[config.mk]
export PLATFORM = sky130hd
export DESIGN_NAME = calc_fsm_param
export DESIGN_NICKNAME = d
export VERILOG_FILES = /design/src/rtl/calc_pkg.sv /design/src/rtl/calc_reg_bank.sv /design/src/rtl/calc_fsm_param.sv
export SDC_FILE = /design/constraint.sdc
export NUM_CORES = 1
export LEC_CHECK = 0
export ABC_CLOCK_PERIOD_IN_PS = 4700
export BUFFER_PORTS_ARGS = -buffer_cell sky130_fd_sc_hd__buf_2
export CAP_MARGIN = 20
export CORE_UTILIZATION = 57
export CTS_BUF_LIST = sky130_fd_sc_hd__clkbuf_2
export DETAILED_ROUTE_END_ITERATION = 10
export GPL_TIMING_DRIVEN = 1
export PLACE_DENSITY = 0.75
export SETUP_SLACK_MARGIN = 0.5
export SLEW_MARGIN = 20
export SYNTH_ARGS = -nofsm -noshare
export SYNTH_HDL_FRONTEND = slang
export SYNTH_SLANG_ARGS = --single-unit
[constraint.sdc]
create_clock -name clk -period 4.7 [get_ports clk]
set_clock_uncertainty 0.05 [all_clocks]
set_input_delay 0 -clock clk [delete_from_list [all_inputs] [get_ports clk]]
set_output_delay 0 -clock clk [all_outputs]
set_load 0.01 [all_outputs]
[src/rtl/calc_pkg.sv]
// Shared key codes, FSM state and return-target encodings for the keypad calculator.
package calc_pkg;

  localparam int unsigned KEY_W  = 8;
  localparam int unsigned CODE_W = 4;

  localparam logic [CODE_W-1:0] N_DIGITS = 4'd10;
  localparam logic [CODE_W-1:0] K_ADD    = 4'd10;
  localparam logic [CODE_W-1:0] K_SUB    = 4'd11;
  localparam logic [CODE_W-1:0] K_STO    = 4'd12;
  localparam logic [CODE_W-1:0] K_RCL    = 4'd13;
  localparam logic [CODE_W-1:0] K_EQ     = 4'd14;
  localparam logic [CODE_W-1:0] K_CLR    = 4'd15;

  typedef enum logic [2:0] {
    S_A   = 3'd0,
    S_B   = 3'd1,
    S_RES = 3'd2,
    S_STO = 3'd3,
    S_RCL = 3'd4
  } state_t;

  typedef enum logic [1:0] {
    O_A   = 2'd0,
    O_B   = 2'd1,
    O_RES = 2'd2
  } orig_t;

  // State to resume once a STO/RCL sequence completes or is aborted.
  function automatic state_t ret_state(input orig_t o);
    case (o)
      O_B:     return S_B;
      O_RES:   return S_RES;
      default: return S_A;
    endcase
  endfunction

endpackage

[src/rtl/calc_reg_bank.sv]
// Register bank: one synchronous write port, one combinational read port, sync active-low clear.
module calc_reg_bank
  import calc_pkg::*;
#(
  parameter int unsigned WIDTH    = 8,
  parameter int unsigned NUM_REGS = 10
) (
  input  logic              clk,
  input  logic              rst_n,
  input  logic              i_we,
  input  logic [CODE_W-1:0] i_waddr,
  input  logic [WIDTH-1:0]  i_wdata,
  input  logic [CODE_W-1:0] i_raddr,
  output logic [WIDTH-1:0]  o_rdata_c
);

  logic [WIDTH-1:0] r_mem [NUM_REGS];

  always_ff @(posedge clk) begin
    if (!rst_n) begin
      for (int i = 0; i < int'(NUM_REGS); i++) r_mem[i] <= '0;
    end else if (i_we) begin
      for (int i = 0; i < int'(NUM_REGS); i++)
        if (i_waddr == CODE_W'(i)) r_mem[i] <= i_wdata;
    end
  end

  // Out-of-range addresses read as zero; callers range-check before use.
  always_comb begin
    o_rdata_c = '0;
    for (int i = 0; i < int'(NUM_REGS); i++)
      if (i_raddr == CODE_W'(i)) o_rdata_c = r_mem[i];
  end

endmodule

[src/rtl/calc_fsm_param.sv]
// Keypad calculator controller: multi-digit decimal entry, add/sub with chaining,
// register bank store/recall, one accepted key per ready rising edge.
module calc_fsm_param
  import calc_pkg::*;
#(
  parameter int unsigned WIDTH    = 8,
  parameter int unsigned NUM_REGS = 10
) (
  input  logic             clk,
  input  logic             reset,
  input  logic             ready,
  input  logic [KEY_W-1:0] tecla,
  output logic [WIDTH-1:0] saidaA,
  output logic [WIDTH-1:0] saidaB,
  output logic [WIDTH-1:0] resultado,
  output logic             sinal,
  output logic             igual,
  output logic             overflow,
  output logic             erro
);

  localparam int unsigned       ACC_W     = WIDTH + 4;
  localparam logic [CODE_W-1:0] NREG_CODE = CODE_W'(NUM_REGS);

  state_t r_state, w_state_nxt;
  orig_t  r_orig,  w_orig_nxt;

  logic             r_ready_q, r_fresh, w_fresh_nxt;
  logic [WIDTH-1:0] r_a, r_b, r_res, w_a_nxt, w_b_nxt, w_res_nxt;
  logic             r_sinal, r_igual, r_ovf, r_erro;
  logic             w_sinal_nxt, w_igual_nxt, w_ovf_nxt, w_erro_nxt;

  logic              w_key_ok, w_is_digit, w_is_op, w_sto, w_rcl, w_eq, w_clr, w_idx_ok, w_main;
  logic [CODE_W-1:0] w_code;
  logic [WIDTH-1:0]  w_ent_base, w_ent_val, w_store_val, w_rdata;
  logic [ACC_W-1:0]  w_acc;
  logic              w_acc_ovf, w_ent_rej, w_we;
  logic [WIDTH:0]    w_sum, w_diff;

  // Key decode: only the rising edge of ready carries a key; codes above 15 are ignored.
  assign w_code     = tecla[CODE_W-1:0];
  assign w_key_ok   = ready & ~r_ready_q & (tecla[KEY_W-1:CODE_W] == '0);
  assign w_is_digit = w_key_ok & (w_code < N_DIGITS);
  assign w_is_op    = w_key_ok & ((w_code == K_ADD) | (w_code == K_SUB));
  assign w_sto      = w_key_ok & (w_code == K_STO);
  assign w_rcl      = w_key_ok & (w_code == K_RCL);
  assign w_eq       = w_key_ok & (w_code == K_EQ);
  assign w_clr      = w_key_ok & (w_code == K_CLR);
  assign w_idx_ok   = w_code < NREG_CODE;
  assign w_main     = (r_state == S_A) | (r_state == S_B) | (r_state == S_RES);

  // Decimal accumulate in a wider field so an out-of-range digit can be rejected.
  assign w_ent_base = (r_state == S_B) ? r_b : r_a;
  assign w_acc      = (ACC_W'(w_ent_base) << 3) + (ACC_W'(w_ent_base) << 1) + ACC_W'(w_code);
  assign w_acc_ovf  = |w_acc[ACC_W-1:WIDTH];
  assign w_ent_rej  = ~r_fresh & w_acc_ovf;
  assign w_ent_val  = r_fresh ? WIDTH'(w_code) : (w_acc_ovf ? w_ent_base : w_acc[WIDTH-1:0]);

  assign w_sum  = {1'b0, r_a} + {1'b0, r_b};
  assign w_diff = {1'b0, r_a} - {1'b0, r_b};

  assign w_store_val = (r_orig == O_B) ? r_b : ((r_orig == O_RES) ? r_res : r_a);

  calc_reg_bank #(
    .WIDTH    (WIDTH),
    .NUM_REGS (NUM_REGS)
  ) u_bank (
    .clk       (clk),
    .rst_n     (reset),
    .i_we      (w_we),
    .i_waddr   (w_code),
    .i_wdata   (w_store_val),
    .i_raddr   (w_code),
    .o_rdata_c (w_rdata)
  );

  always_ff @(posedge clk) begin
    if (!reset) begin
      r_state <= S_A;
      r_orig  <= O_A;
    end else begin
      r_state <= w_state_nxt;
      r_orig  <= w_orig_nxt;
    end
  end

  always_comb begin
    w_state_nxt = r_state;
    w_orig_nxt  = r_orig;
    case (r_state)
      S_A: begin
        if (w_is_op)  w_state_nxt = S_B;
        else if (w_sto) begin w_orig_nxt = O_A; w_state_nxt = S_STO; end
        else if (w_rcl) begin w_orig_nxt = O_A; w_state_nxt = S_RCL; end
      end
      S_B: begin
        if (w_eq)       w_state_nxt = S_RES;
        else if (w_sto) begin w_orig_nxt = O_B; w_state_nxt = S_STO; end
        else if (w_rcl) begin w_orig_nxt = O_B; w_state_nxt = S_RCL; end
      end
      S_RES: begin
        if (w_is_digit)   w_state_nxt = S_A;
        else if (w_is_op) w_state_nxt = S_B;
        else if (w_sto)   begin w_orig_nxt = O_RES; w_state_nxt = S_STO; end
        else if (w_rcl)   begin w_orig_nxt = O_A;   w_state_nxt = S_RCL; end
      end
      S_STO, S_RCL: begin
        if ((w_is_digit & w_idx_ok) | w_clr) w_state_nxt = ret_state(r_orig);
      end
      default: w_state_nxt = S_A;
    endcase
    if (w_clr & w_main) w_state_nxt = S_A;
  end

  always_comb begin
    w_a_nxt     = r_a;
    w_b_nxt     = r_b;
    w_res_nxt   = r_res;
    w_sinal_nxt = r_sinal;
    w_igual_nxt = r_igual;
    w_ovf_nxt   = r_ovf;
    w_erro_nxt  = r_erro;
    w_fresh_nxt = r_fresh;
    w_we        = 1'b0;
    case (r_state)
      S_A: begin
        if (w_is_digit) begin
          w_a_nxt     = w_ent_val;
          w_fresh_nxt = 1'b0;
          if (w_ent_rej) w_ovf_nxt = 1'b1;
        end else if (w_is_op) begin
          w_sinal_nxt = (w_code == K_SUB);
          w_b_nxt     = '0;
          w_fresh_nxt = 1'b1;
        end
      end
      S_B: begin
        if (w_is_digit) begin
          w_b_nxt     = w_ent_val;
          w_fresh_nxt = 1'b0;
          if (w_ent_rej) w_ovf_nxt = 1'b1;
        end else if (w_is_op) begin
          w_sinal_nxt = (w_code == K_SUB);
        end else if (w_eq) begin
          w_res_nxt   = r_sinal ? w_diff[WIDTH-1:0] : w_sum[WIDTH-1:0];
          w_ovf_nxt   = r_sinal ? w_diff[WIDTH] : w_sum[WIDTH];
          w_igual_nxt = 1'b1;
        end
      end
      S_RES: begin
        if (w_is_digit) begin
          w_a_nxt     = WIDTH'(w_code);
          w_b_nxt     = '0;
          w_igual_nxt = 1'b0;
          w_ovf_nxt   = 1'b0;
          w_fresh_nxt = 1'b0;
        end else if (w_is_op) begin
          w_a_nxt     = r_res;
          w_b_nxt     = '0;
          w_sinal_nxt = (w_code == K_SUB);
          w_igual_nxt = 1'b0;
          w_fresh_nxt = 1'b1;
        end else if (w_rcl) begin
          w_igual_nxt = 1'b0;
          w_b_nxt     = '0;
        end
      end
      S_STO: begin
        if (w_is_digit) begin
          w_we       = w_idx_ok;
          w_erro_nxt = ~w_idx_ok;
        end
      end
      S_RCL: begin
        if (w_is_digit) begin
          w_erro_nxt = ~w_idx_ok;
          if (w_idx_ok) begin
            if (r_orig == O_B) w_b_nxt = w_rdata;
            else               w_a_nxt = w_rdata;
            w_fresh_nxt = 1'b1;
          end
        end
      end
      default: ;
    endcase
    // CLR wipes the working registers but keeps the bank contents.
    if (w_clr & w_main) begin
      w_a_nxt     = '0;
      w_b_nxt     = '0;
      w_res_nxt   = '0;
      w_sinal_nxt = 1'b0;
      w_igual_nxt = 1'b0;
      w_ovf_nxt   = 1'b0;
      w_erro_nxt  = 1'b0;
      w_fresh_nxt = 1'b1;
    end
  end

  always_ff @(posedge clk) begin
    if (!reset) begin
      r_ready_q <= 1'b1;
      r_fresh   <= 1'b1;
      r_a       <= '0;
      r_b       <= '0;
      r_res     <= '0;
      r_sinal   <= 1'b0;
      r_igual   <= 1'b0;
      r_ovf     <= 1'b0;
      r_erro    <= 1'b0;
    end else begin
      r_ready_q <= ready;
      r_fresh   <= w_fresh_nxt;
      r_a       <= w_a_nxt;
      r_b       <= w_b_nxt;
      r_res     <= w_res_nxt;
      r_sinal   <= w_sinal_nxt;
      r_igual   <= w_igual_nxt;
      r_ovf     <= w_ovf_nxt;
      r_erro    <= w_erro_nxt;
    end
  end

  assign saidaA    = r_a;
  assign saidaB    = r_b;
  assign resultado = r_res;
  assign sinal     = r_sinal;
  assign igual     = r_igual;
  assign overflow  = r_ovf;
  assign erro      = r_erro;

endmodule

# Word-level counts from Yosys, hierarchy flattened
# Memory sizes are Yosys's and may differ from the RTL's.
# Index checks and enable logic that the tools add are counted.
# op_classes
bitwise_logic,31
n_reduce_logical,22
n_eq_ne,44
n_addsub,4
n_mux,123
magnitude_cmp,1
# op_table
cell,count
$mux 8,40
$mux 1,60
$eq 4x4->1 const B,8
$ne 2x2->1 const B,16
$pmux 8 s4,1
$pmux 8 s3,1
$mux 2,9
$mux 3,6
$eq 4x3->1 const B,4
$reduce_and 5->1,3
$or 1x1->1,14
$add 11x9->12,1
$add 12x4->12,1
$ne 3x3->1 const B,4
$pmux 3 s4,1
$reduce_and 6->1,2
$and 1x1->1,11
$add 8x8->9,1
$reduce_bool 3->1,3
$sub 8x8->9,1
$eq 4x2->1 const B,2
$logic_not 4->1,2
$reduce_and 8->1,1
$eq 3x2->1 const B,2
other kinds (23),31
# word_totals
out_inout_bits,28
ff_bits,35
memories,1
ramBits,80
word_cells,237
in_bits,11
# memory_table
memory,depth,width,read_ports,rd_clocked_by_memory_dff,write_ports,line_no,source
u_bank.r_mem,10,8,10,0,10,calc_reg_bank.sv:17,logic [WIDTH-1:0] r_mem [NUM_REGS];

# Logic depth before layout (Yosys ltp)
# depth
depth_word,15
ltp_mapped,15
depth_no_buf,13

# Cells and area by module
# A second synthesis with hierarchy kept.
# unflattened
cells_unflattened,782
area_unflattened_um2,7385.8
# modules_own_cells
mod,seq_area_each_um2,cells_each,n_inst,area_each_um2
calc_reg_bank,2402.3,299,1,3822.4
calc_fsm_param,700.7,483,1,3563.4

# Least setup slack after synthesis
# Ideal clock, no wire load.
# synth_timing
kind,register to register
from,register r_state[0]
to,register r_a[2] (netlist: saidaA[2])
synth_period_minus_slack_ps,3811
stages_incl_launch_ff,15
setup_ps,126
t_arrival_ps,3635
path_slack_ps,889
t_required_ps,4524
path_buffers,2
cell_sequence,dfxtp_1 buf_2 or3b_2 clkbuf_1 nand2_1 o21ai_0 fa_1 inv_1 fa_1 nor2b_1 o2111ai_1 o221ai_2 mux2_2 a21oi_1 nor3_1
# synth_via
elab_chain_len,9
word_cells_on_any_way,23
classes_between,add/sub (2); eq/ne (8); mux (5); bitwise (3); reduce/logical (5)
# synth_rtl
element,line_no,source
start: declaration,calc_fsm_param.sv:25,"state_t r_state, w_state_nxt;"
start signal: assignment,calc_fsm_param.sv:82,r_state <= w_state_nxt;
$eq 3x1->1,"calc_fsm_param.sv:50, calc_fsm_param.sv:53",
$mux 8,calc_fsm_param.sv:53,assign w_ent_base = (r_state == S_B) ? r_b : r_a;
$add 11x9->12,calc_fsm_param.sv:54,assign w_acc = (ACC_W'(w_ent_base) << 3) + (ACC_W'(w_ent_base) << 1) + ACC_W'(w_code);
$add 12x4->12,calc_fsm_param.sv:54,
$reduce_or 4->1,calc_fsm_param.sv:55,assign w_acc_ovf = |w_acc[ACC_W-1:WIDTH];
$mux 8 (2 in a row),calc_fsm_param.sv:57,assign w_ent_val = r_fresh ? WIDTH'(w_code) : (w_acc_ovf ? w_ent_base : w_acc[WIDTH-1:0]);
$mux 8,calc_fsm_param.sv:127,if (w_is_digit) begin
$pmux 8 s3,calc_fsm_param.sv:125,case (r_state)
end signal: assignment,calc_fsm_param.sv:213,r_a <= w_a_nxt;
end: declaration,calc_fsm_param.sv:29,"logic [WIDTH-1:0] r_a, r_b, r_res, w_a_nxt, w_b_nxt, w_res_nxt;"
# Parallel ways exist; a longest one is shown, timed or not. The select of a mux whose other input is x is not followed.
# A chain may end at the register's enable or synchronous reset.

# Worst setup path in the final report
# layout_timing
from,register r_state[1]
to,register r_b[5] (netlist: saidaB[5])
# layout_via
elab_chain_len,9
word_cells_on_any_way,25
classes_between,add/sub (2); eq/ne (10); mux (5); bitwise (3); reduce/logical (5)
# layout_rtl
element,line_no,source
$eq 3x1->1,"calc_fsm_param.sv:50, calc_fsm_param.sv:53, calc_fsm_param.sv:125",
$mux 8,calc_fsm_param.sv:53,
$add 11x9->12,calc_fsm_param.sv:54,
$add 12x4->12,calc_fsm_param.sv:54,
$reduce_or 4->1,calc_fsm_param.sv:55,
$mux 8 (2 in a row),calc_fsm_param.sv:57,
$mux 8,calc_fsm_param.sv:138,if (w_is_digit) begin
$pmux 8 s4,calc_fsm_param.sv:125,
end signal: assignment,calc_fsm_param.sv:214,r_b <= w_b_nxt;
end: declaration,calc_fsm_param.sv:29,
# Parallel ways exist; a longest one is shown, timed or not. The select of a mux whose other input is x is not followed.

==> results.tsv <==
stage	metric	value	unit
synthesis	syn_nets	826	
hold_path	holdPathStages	5	
cells_and_area	most-common-layout-cells	nor2_1 (125), edfxtp_1 (80), o21ai_0 (57)	
worst_setup_path	end_kind	register	
global_route	grt_pass1_vias	6289	
worst_setup_path	reg2reg_slack	610	ps
synthesis	syn_area	7230	sq um
sta	fmax	245	MHz
cells_and_area	post-route-util	0.659	
cells_and_area	final_layout_size_suffix_gt1_frac	0.158	
floorplanning	core-area	12200	sq um
global_route	grt_pass1_wl	33800	microns
clocking	clkTransAtPathRegs	210	ps
floorplanning	die_area	13100	sq um
clocking	ctsLongestPathBuffers	2	
clocking	cts-root-buf	clkbuf_2	
outcome	outcome	completed	
routing	routedWlPerCell	21.9	microns
worst_setup_path	rr_worst_depth	13	
floorplanning	io_pins	39	
synthesis	ys_warn_count	0	
synthesis	syn_inst	780	
clocking	clk_latency	720	ps
hold_path	hp-class	primary input to register	
global_route	grt_use_total	0.346	
sta	tightestPinTransition	1140	ps
sta	finalSetupViolCount	0	
global_route	grt_max_degree	39	
sta	hold_viol	0	
place	gp_congestion	0.987	
worst_setup_path	crit_type	register to register	
worst_setup_path	cp.required	5230	ps
routing	wl	22100	microns
sta	fin_crit	4090	ps
worst_setup_path	cp-start-kind	register	
worst_setup_path	crit_chain	or3b_4 > nand2_1 > o21ai_0 > fa_1 > inv_1 > fa_1 > nor2b_2 > o2111ai_2 > o221ai_4 > buf_4 > mux2_2 > nand2_1 > a31oi_1	
job	cap_violations	0	
sta	setup_tns	0	ps
sta	rsz0062_at_grt	false	
synthesis	synthArstFlopShare	0	
hold_path	min-delay-start	tecla[7]	
worst_setup_path	cp.arrival	4620	ps
routing	ant_nets	0	
pwr	peakVddDrop	0.256	mV
global_route	antenna_found_initial	0	
hold_path	hold_path_end	r_state[2]$_SDFFE_PP0P_	
synthesis	avgSynthCellArea	9.27	sq um
pwr	p_per_area	241	nW/um^2
routing	detailedRoute.firstIterationViolations	799	
worst_setup_path	rr_startpoint	r_state[1]$_SDFFE_PP0P_	
routing	viasPerCell	6.55	
cells_and_area	fin_nets	871	
place	portBuffers	38	
clocking	cts_htree_levels	4	
synthesis	synth_cell_types	81	
sta	slew_violations	0	
routing	firstDrtPassIters	6	
cells_and_area	layout_commonest_cell	nor2_1	
synthesis	ys_ff_latch	115	
clocking	cts.sinks	115	
clocking	cts_buffers	17	
floorplanning	rows	40	
pwr	cellLeakagePower	2.95	nW
worst_setup_path	reg2reg_to	saidaB[5]$_SDFFE_PP0P_	
synthesis	synth_seq_area_share	0.429	
cells_and_area	syn2layout_area_growth	11.3	%
cells_and_area	register_area	3110	sq um
cells_and_area	multi_input_area	3900	sq um
sta	maxSlewHeadroom	0.232	
cells_and_area	diodes	0	
cells_and_area	fill_cells	1060	
place	hpwl	15400	microns
routing	dr_total_vias	6593	
worst_setup_path	startpoint	r_state[1]$_SDFFE_PP0P_	
clocking	cts_tree	done	
floorplanning	die_y	115	microns
synthesis	synth_edf_count	80	
worst_setup_path	cp_slowest_cell	fa_1	
floorplanning	die_w	115	microns
worst_setup_path	critPathMaxFanout	15	
floorplanning	initial_core_util	0.592	
sta	fin_crit_sh	0.870	
global_route	overflow	0	
worst_setup_path	cpPeakStageDelay	600	ps
routing	drc	0	
synthesis	synth_ff_type	edfxtp_1	
metal layers:
layer,GRT usage,share of wire
met1,0.422,0.38
met2,0.580,0.49
met3,0.0635,0.082
met4,0.190,0.047
met5,0,0
how the worst max path moves through the flow:
stage                             endpoint  depth (start not counted)
floorplan           saidaA[2]$_SDFFE_PP0P_                         14
global placement    saidaA[2]$_SDFFE_PP0P_                         12
detailed placement  saidaB[1]$_SDFFE_PP0P_                         12
CTS                 saidaA[2]$_SDFFE_PP0P_                         12
global route        saidaA[5]$_SDFFE_PP0P_                         13
finish              saidaB[5]$_SDFFE_PP0P_                         13
synthesized netlist by cell type, types with 4 or more instances:
cell / n / area, sq um
nor2_1: 125 / 469
edfxtp_1: 80 / 2400
o21ai_0: 60 / 300
nand2_1: 48 / 180
dfxtp_1: 35 / 701
a21oi_1: 34 / 170
ha_1: 31 / 388
clkbuf_1: 28 / 105
inv_1: 28 / 105
nand3_1: 26 / 130
mux2i_1: 25 / 250
a31oi_1: 24 / 150
nor2b_1: 17 / 106
a211oi_1: 15 / 113
nand2b_1: 13 / 81.3
nor3_1: 12 / 60.1
buf_2: 10 / 50.1
o211ai_1: 10 / 75.1
o21a_1: 9 / 67.6
mux2_2: 8 / 90.1
nor2_2: 8 / 50.1
o31ai_1: 8 / 60.1
and2_1: 6 / 37.5
buf_1: 6 / 22.5
o2111ai_1: 6 / 52.6
a21o_1: 5 / 37.5
nor3b_1: 5 / 37.5
nor4_1: 5 / 31.3
fa_1: 4 / 80.1
or3_1: 4 / 25.0
power breakdown:
part | internal, W | switching, W | leakage (nW) | total [W]
sequential | 0.00110 | 0.00000873 | 1.11 | 0.00111
clock | 0.000251 | 0.000428 | 0.132 | 0.000679
combinational | 0.0000511 | 0.000101 | 1.71 | 0.000152
state kept, by name, summed over array words and instances (netlist names):
| signal | cells |
|---|---|
| u_bank.r_mem | 80 |
| saidaA | 8 |
| saidaB | 8 |
| igual | 1 |
| erro | 1 |
| r_state | 3 |
| r_fresh | 1 |
| overflow | 1 |
| r_orig | 2 |
| r_ready_q | 1 |
| resultado | 8 |
| sinal | 1 |
stage by stage:
| stage | area (sq um) | setup slack, ps | power (W) | hold slack, ps | std cells |
|---|---|---|---|---|---|
| floorplan | 7230 | 889 | 0.00122 | 23.0 | 780 |
| global placement | 7560 | 631 | 0.00127 | 157 | 955 |
| detailed placement | 7570 | 463 | 0.00127 | 166 | 956 |
| CTS | 7980 | 511 | 0.00194 | 8.22 | 1004 |
| global route | 8050 | 462 | 0.00200 | 95.8 | 1006 |
| finish | 8050 | 612 | 0.00194 | 74.7 | 1006 |
timing repair:
| item | 4_1_cts | 5_1_grt |
|---|---|---|
| pin swaps | 0 | 1 |
| hold buffers | 16 | 0 |
| setup buffers | 0 | 1 |
| cloned | 0 | 1 |
| setup endpoints to repair | 10 | 17 |
| resized for setup | 1 | 9 |
| endpoints found under the hold margin | 98 | 0 |
final cells by class:
type                    count  area share
clock inverters            14      0.0191
flip-flops and latches    115       0.386
multi-input cells         591       0.485
repair buffers             71      0.0591
clock buffers              18      0.0112
inverters                  29      0.0135
well taps                 168      0.0261
critical path: cells and delay by family, from the launching register on:
kind                       cells  cell delay (ps)
buffers and inverters          2              250
DFF                            1              450
adders and majority gates      2             1080
muxes                          1              330
and+or+nand+nor                4              890
AOI/OAI and AO/OA              4              890
cell families after synthesis:
logic type | after synthesis | synth area share
and+or+nand+nor | 302 | 0.210
AOI/OAI and AO/OA | 213 | 0.194
DFF | 115 | 0.429
buffers and inverters | 75 | 0.0427
muxes | 35 | 0.0533
adders and majority gates | 35 | 0.0647
xor gates and xnor gates | 5 | 0.00606
No activity file was read; power rests on OpenSTA's default activity.
